===== src/rtl/fifo_write_arbiter.sv =====
// Round-robin arbiter sharing one synchronous FIFO write port among N_REQ valid/ready producers.
// Optional FWA_BURST_LOCK_EN: hold the grant for a whole packet (up to MAX_BURST beats); otherwise one beat per grant.
module fifo_write_arbiter #(
  parameter  int N_REQ     = 4,
  parameter  int DSIZE     = 32,
  parameter  int MAX_BURST = 16,
  localparam int IDW       = $clog2(N_REQ)
) (
  input  logic                   clk,
  input  logic                   rst_n,
  input  logic [N_REQ-1:0]       in_valid,
  input  logic [N_REQ*DSIZE-1:0] in_data,
  input  logic [N_REQ-1:0]       in_last,
  output logic [N_REQ-1:0]       in_ready,
  output logic [DSIZE-1:0]       fifo_wdata,
  output logic                   fifo_winc,
  input  logic                   fifo_wfull,
  output logic                   gnt_valid,
  output logic [IDW-1:0]         gnt_id
);

  localparam int CW = $clog2(MAX_BURST + 1);

  typedef enum logic {IDLE, BURST} state_t;

  state_t           state;
  logic [IDW-1:0]   rr_ptr;
  logic [CW-1:0]    beat_cnt;
  logic [N_REQ-1:0] gnt_onehot;

  logic [DSIZE-1:0] data_arr [N_REQ];
  logic [IDW-1:0]   scan_idx;
  logic [IDW-1:0]   pick_id;
  logic             pick_found;
  logic             cur_valid;
  logic             accept;
  logic             burst_done;

  genvar gi;
  generate
    for (gi = 0; gi < N_REQ; gi++) begin : g_unpack
      assign data_arr[gi] = in_data[gi*DSIZE +: DSIZE];
    end
  endgenerate

  // Scan from the farthest offset down so the nearest valid requester after rr_ptr wins.
  always_comb begin
    pick_found = 1'b0;
    pick_id    = '0;
    scan_idx   = '0;
    for (int k = N_REQ; k >= 1; k--) begin
      scan_idx = IDW'((int'(rr_ptr) + k) % N_REQ);
      if (in_valid[scan_idx]) begin
        pick_found = 1'b1;
        pick_id    = scan_idx;
      end
    end
  end

  assign cur_valid  = in_valid[gnt_id];
  assign accept     = (state == BURST) && cur_valid && !fifo_wfull;
  // gnt_onehot is zero outside BURST, so ready is a single AND with !fifo_wfull.
  assign in_ready   = gnt_onehot & {N_REQ{!fifo_wfull}};
  assign fifo_winc  = accept;
  assign fifo_wdata = (state == BURST) ? data_arr[gnt_id] : '0;

`ifdef FWA_BURST_LOCK_EN
  assign burst_done = in_last[gnt_id] || (beat_cnt == CW'(MAX_BURST - 1));
`else
  logic unused_last;
  assign unused_last = ^in_last;
  assign burst_done  = 1'b1;
`endif

  always_ff @(posedge clk) begin
    if (!rst_n) begin
      state      <= IDLE;
      rr_ptr     <= IDW'(N_REQ - 1);
      beat_cnt   <= '0;
      gnt_id     <= '0;
      gnt_valid  <= 1'b0;
      gnt_onehot <= '0;
    end else begin
      case (state)
        IDLE: begin
          if (pick_found) begin
            state      <= BURST;
            gnt_id     <= pick_id;
            gnt_valid  <= 1'b1;
            gnt_onehot <= N_REQ'(1) << pick_id;
            beat_cnt   <= '0;
          end
        end
        BURST: begin
          // A dropped valid ends the grant; a stall (valid but full) keeps it.
          if (!cur_valid || (accept && burst_done)) begin
            state      <= IDLE;
            gnt_valid  <= 1'b0;
            gnt_onehot <= '0;
            rr_ptr     <= gnt_id;
          end else if (accept) begin
            beat_cnt <= beat_cnt + 1'b1;
          end
        end
        default: state <= IDLE;
      endcase
    end
  end

endmodule


===== config.mk =====
export PLATFORM = sky130hd
export DESIGN_NAME = fifo_write_arbiter
export DESIGN_NICKNAME = d
export VERILOG_FILES = /design/src/rtl/fifo_write_arbiter.sv
export SDC_FILE = /design/constraint.sdc
export NUM_CORES = 1
export LEC_CHECK = 0
export CAP_MARGIN = 30
export CORE_AREA = 2 2 70 72
export DETAILED_ROUTE_END_ITERATION = 6
export DIE_AREA = 0 0 72 74
export DONT_BUFFER_PORTS = 1
export PLACE_DENSITY = 0.48
export SYNTH_ARGS = -nofsm -noshare
export SYNTH_HDL_FRONTEND = slang
export SYNTH_SLANG_ARGS = --single-unit

===== constraint.sdc =====
create_clock -name clk -period 2.2 [get_ports clk]
set_input_delay 0.22 -clock clk [delete_from_list [all_inputs] [get_ports clk]]
set_output_delay 0.22 -clock clk [all_outputs]
set_load 0.005 [all_outputs]

# [After elaboration in Yosys (flattened, before gate mapping)]
# Cells that the tools add are included.
[classes] bitwise_logic=3 muxes=31 reduce_logical=8 order_cmp=6 addsub=4 n_eq_ne=2 shifts=1
[ops] cell="32-bit two-way mux" count=3
[ops] cell="32-bit binary-select mux with 2-bit select" count=1
[ops] cell="2-bit by 3-bit less-than comparator with 1-bit output (second input constant)" count=5
[ops] cell="1-bit two-way mux" count=13
[ops] cell="1-bit binary-select mux with 2-bit select" count=5
[ops] cell="2-bit two-way mux" count=4
[ops] cell="4-bit two-way mux" count=2
[ops] cell="4-bit one-hot mux with 2 select lines" count=1
[ops] cell="2-bit AND reduction" count=3
[ops] cell="2-bit by 1-bit adder with 2-bit output (second input constant)" count=2
[ops] cell="2-bit adder (second input constant)" count=2
[ops] cell="4-bit bitwise AND" count=1
[ops] cell="1-bit one-hot mux with 2 select lines" count=2
[ops] cell="1-bit by 2-bit left shift with 4-bit output (first input constant)" count=1
[ops] cell="3-bit greater-or-equal comparator (second input constant)" count=1
[ops] cell="2-bit inverter with 3-bit output" count=1
[ops] cell="1-bit logical AND" count=2
[ops] cell="1-bit zero test" count=2
[ops] cell="2-bit by 1-bit inequality test with 1-bit output (second input constant)" count=1
[ops] cell="2-bit inequality test (second input constant)" count=1
[ops] cell="1-bit logical OR" count=1
[ops] cell="1-bit inverter" count=1
[word_totals] register_bits=10 inputBits=139 word_cells=60 out_inout_bits=40

# [Depth between registers and ports, before layout]
[depth] ltp_word=10 mapped_depth=5 mapped_depth_nobuf=4

# [Worst setup path before layout]
# Ideal clock, no wire load.
[synth_path] path_type="register to output" start="register gnt_id[0]" end="output port fifo_wdata[0]" n_path_buf=2 required_ns=1.980 slack_ns=0.517 stages_incl_launch_ff=5 arrival_ns=1.463 cell_sequence="dfxtp_1 > buf_6 > buf_2 > mux4_2 > and2_1"
[synth_between] elab_chain_len=5
[synth_lines] item="start, declared" line_no="19" text="output logic [IDW-1:0] gnt_id"
[synth_lines] item="start signal, assigned" line_no="88" text="gnt_id <= pick_id;"
[synth_lines] item="2-bit inverter with 3-bit output (implied by the code)" line_no="65" text="assign fifo_wdata = (state == BURST) ? data_arr[gnt_id] : '0;"
[synth_lines] item="32-bit binary-select mux with 2-bit select" line_no="65"
[synth_lines] item="32-bit two-way mux (implied by the code) (2 in a row)" line_no="65"
[synth_lines] item="32-bit two-way mux" line_no="65"
[synth_lines] item="end, declared" line_no="15" text="output logic [DSIZE-1:0] fifo_wdata,"
# Every way passes these cells. The select of a mux whose other input is x is not followed.

# [Worst setup path after layout]
[layout_path] start="register gnt_id[0]" end="output port fifo_wdata[7]"
# Same word-level chain as after synthesis.

==> flow_summary.yaml <==
flow_run:
  cap_viol_max_count: 0
grt:
  grt_pass1_vias: 1203
  gr-usage-all-layers_pct: 16.03
  grt_max_degree: 34
  antenna_found_initial: 4
  met3_usage_pct: 8.130
  grtUsageMet1_pct: 17.73
  grt_pass1_wl_um: 6354
  grtUsageMet2_pct: 26.95
  busiest_layer: "met2"
  grt-ovfl-total: 0
power:
  powerDensity_nw_per_um2: 522.7
  internal_power_mw: 0.5605
  power_leakage_nw: 0.4959
  p_sw_share_pct: 32.24
  switching_power_mw: 0.2667
  vdd.ir_drop.worst_v: 0.0003412
  power.total_mw: 0.8273
  p_seq_share_pct: 27.4
  pwr-share-comb_pct: 49.4
  clkPwrFrac_pct: 23.2
synth:
  synth_ff_type: "dfxtp_1"
  synth_top_area_share_pct: 49.92
  ys_ff_latch: 10
  avgSynthCellArea_um2: 11.11
  synth_top_area_cell: "mux4_2"
  syn_inst: 134
  synth_area_um2: 1489
  ys_top_cells_by_area: "mux4_2 (50%), and2_1 (14%), dfxtp_1 (13%)"
  seq_area_frac_synth_pct: 13.45
  syn_nets: 273
  synth_edf_count: 0
  ys_warn_count: 0
  ys_types: 25
  async_flop_share_pct: 0
routing:
  via_per_inst: 6.571
  drc_errors: 0
  vias: 1209
  ant_nets: 0
  wl_um: 4839
  avgRoutedWirePerCell_um: 26.30
  drtIter0Drc: 37
  drt-pass1-iter-count: 4
placed_design:
  port_buffers: 0
  gp_congestion: 0.7493
  hpwl_um: 4196
  placed_cell_area_um2: 1536
  dp_cells: 179
cts:
  cts_tree: "built"
  path_clk_slew_ns: 0.05
  holdBufCountCts: 0
  cts_buffer_depth: 2
  h-tree-depth: 1
  cts-buffers-inserted: 3
  cts_root_buf: "clkbuf_8"
  numClockSinks: 10
  cts_resized: 0
  post_cts_buffers: 0
  clock_latency_ns: 0.24
floorplan:
  start_util_pct: 32.38
  fp.dieH_um: 74
  die_x_um: 72
  fp.coreArea_um2: 4598
  placement_rows: 25
  die-area_um2: 5328
  ios: 179
critical_path:
  cp.required_ns: 1.98
  critical_path_class: "reg2out"
  r2r_setup_slack_ns: 0.58
  startpoint_type: "register"
  endpoint_kind: "output port"
  cp_max_fo: 33
  crit_arrival_ns: 1.65
hold_path:
  worst_hold_path_type: "in2reg"
timing:
  finalSetupViolations: 0
  fin_crit_sh_pct: 85.19
  hold_violations: 0
  relSlewSlack_pct: 66.39
  fin_setup_tns_ns: 0
  tightest_slew_ns: 0.5011
  max_freq_ghz: 0.5335
  period_needed_ns: 1.874
  rsz0062_at_grt: "false"
  drv_slew: 0
  finalClockSkew_ns: 0.006154
layout:
  fin_cells: 184
  n_fill_cell: 468
  stdcell_area_um2: 1583
  fin_nets: 269
  seq_area_um2: 201.4
  syn2layout_area_growth_pct: 6.303
  layout-drive-gt1-share_pct: 32.81
  final_util_pct: 34.42
  multi_input_area_um2: 1221
outcome:
  status: "complete, no violations"
## path summary, 6_finish.rpt
path / start / endpoint / depth (start not counted)
worst max-delay path: gnt_id[0] / fifo_wdata[7] / 3
worst min-delay path: rst_n / rr_ptr[1] / 1
worst max register to register: gnt_id[0] / rr_ptr[0] / 4
worst min register to register: gnt_onehot[2] / gnt_onehot[2] / 2
## per-layer routing
layer / routed length [um] / vias up
li1: - / 518
met1: 1588 / 592
met2: 2499 / 83
met3: 646 / 12
met4: 77 / 4
met5: 26 / -
## power by group through the flow
| stage | combinational [mW] | sequential [mW] | clock, mW |
|---|---|---|---|
| after floorplan | 0.372 | 0.216 | 0 |
| after global placement | 0.411 | 0.229 | 0 |
| after detailed placement | 0.417 | 0.230 | 0 |
| after CTS | 0.418 | 0.227 | 0.192 |
| after global routing | 0.446 | 0.230 | 0.202 |
| final | 0.409 | 0.226 | 0.192 |
## layout make-up
class	instances	share of cell area [%]
clock buffers	3	2.609
multi-input cells	110	77.15
repair buffers	4	2.688
well taps	54	4.269
flip-flops and latches	10	12.73
inverters	1	0.2372
diodes	2	0.3162
## synth_stat cells (all sizes together) (2+ instances only)
library cell / instances
and2: 33
mux4: 33
dfxtp: 10
clkbuf: 8
nand2: 8
buf: 5
nand3: 5
nor2b: 4
o21ai: 4
o32ai: 4
a21oi: 3
nand2b: 3
nor2: 3
a21boi: 2
mux2i: 2
## cells in the final DEF (no fill, tap or decap)
cell type  instances
a21oi_1            3
buf_4              3
nor3_1             1
nand2b_1           3
a211oi_1           1
a21o_1             1
o32ai_1            4
nor2_1             3
o21ai_0            4
a211o_1            1
a21boi_0           1
a21boi_4           1
nand3_1            5
dfxtp_2            1
diode_2            2
buf_12             1
clkbuf_8           3
mux2i_1            2
nor2b_1            4
mux4_2            33
inv_1              1
o211ai_1           1
nand2_1            8
and2_1            33
dfxtp_1            9
o22a_1             1
## metrics by stage
| stage | hold WS [ns] | setup WS, ns |
|---|---|---|
| 2_1_floorplan | 0.3599 | 0.5170 |
| 3_3_place_gp | 0.2863 | 0.5691 |
| 3_5_place_dp | 0.2861 | 0.5747 |
| 4_1_cts | 0.04065 | 0.3178 |
| 5_1_grt | 0.04147 | 0.2684 |
| 6_report | 0.03868 | 0.3258 |
## worst max-delay path, stage by stage, from the launching register on
cell	delay (ns)
dfxtp_2	0.39
buf_12	0.26
mux4_2	0.52
and2_1	0.22
## registers in the layout, indices dropped and copies added, names as in the netlist
register / count
rr_ptr: 2
gnt_valid: 1
gnt_id: 2
state: 1
gnt_onehot: 4
## kinds of logic (layout without fill, tap and decap cells)
family	after synthesis	in the layout	share of synthesized area, %
AOI/OAI and AO/OA	18	18	9.160
buffers and inverters	14	8	4.537
DFF	10	10	13.45
muxes	35	35	51.26
other	0	2	0
and+or+nand+nor	57	57	21.60
Note: power is estimated with default switching activity, not from simulation.
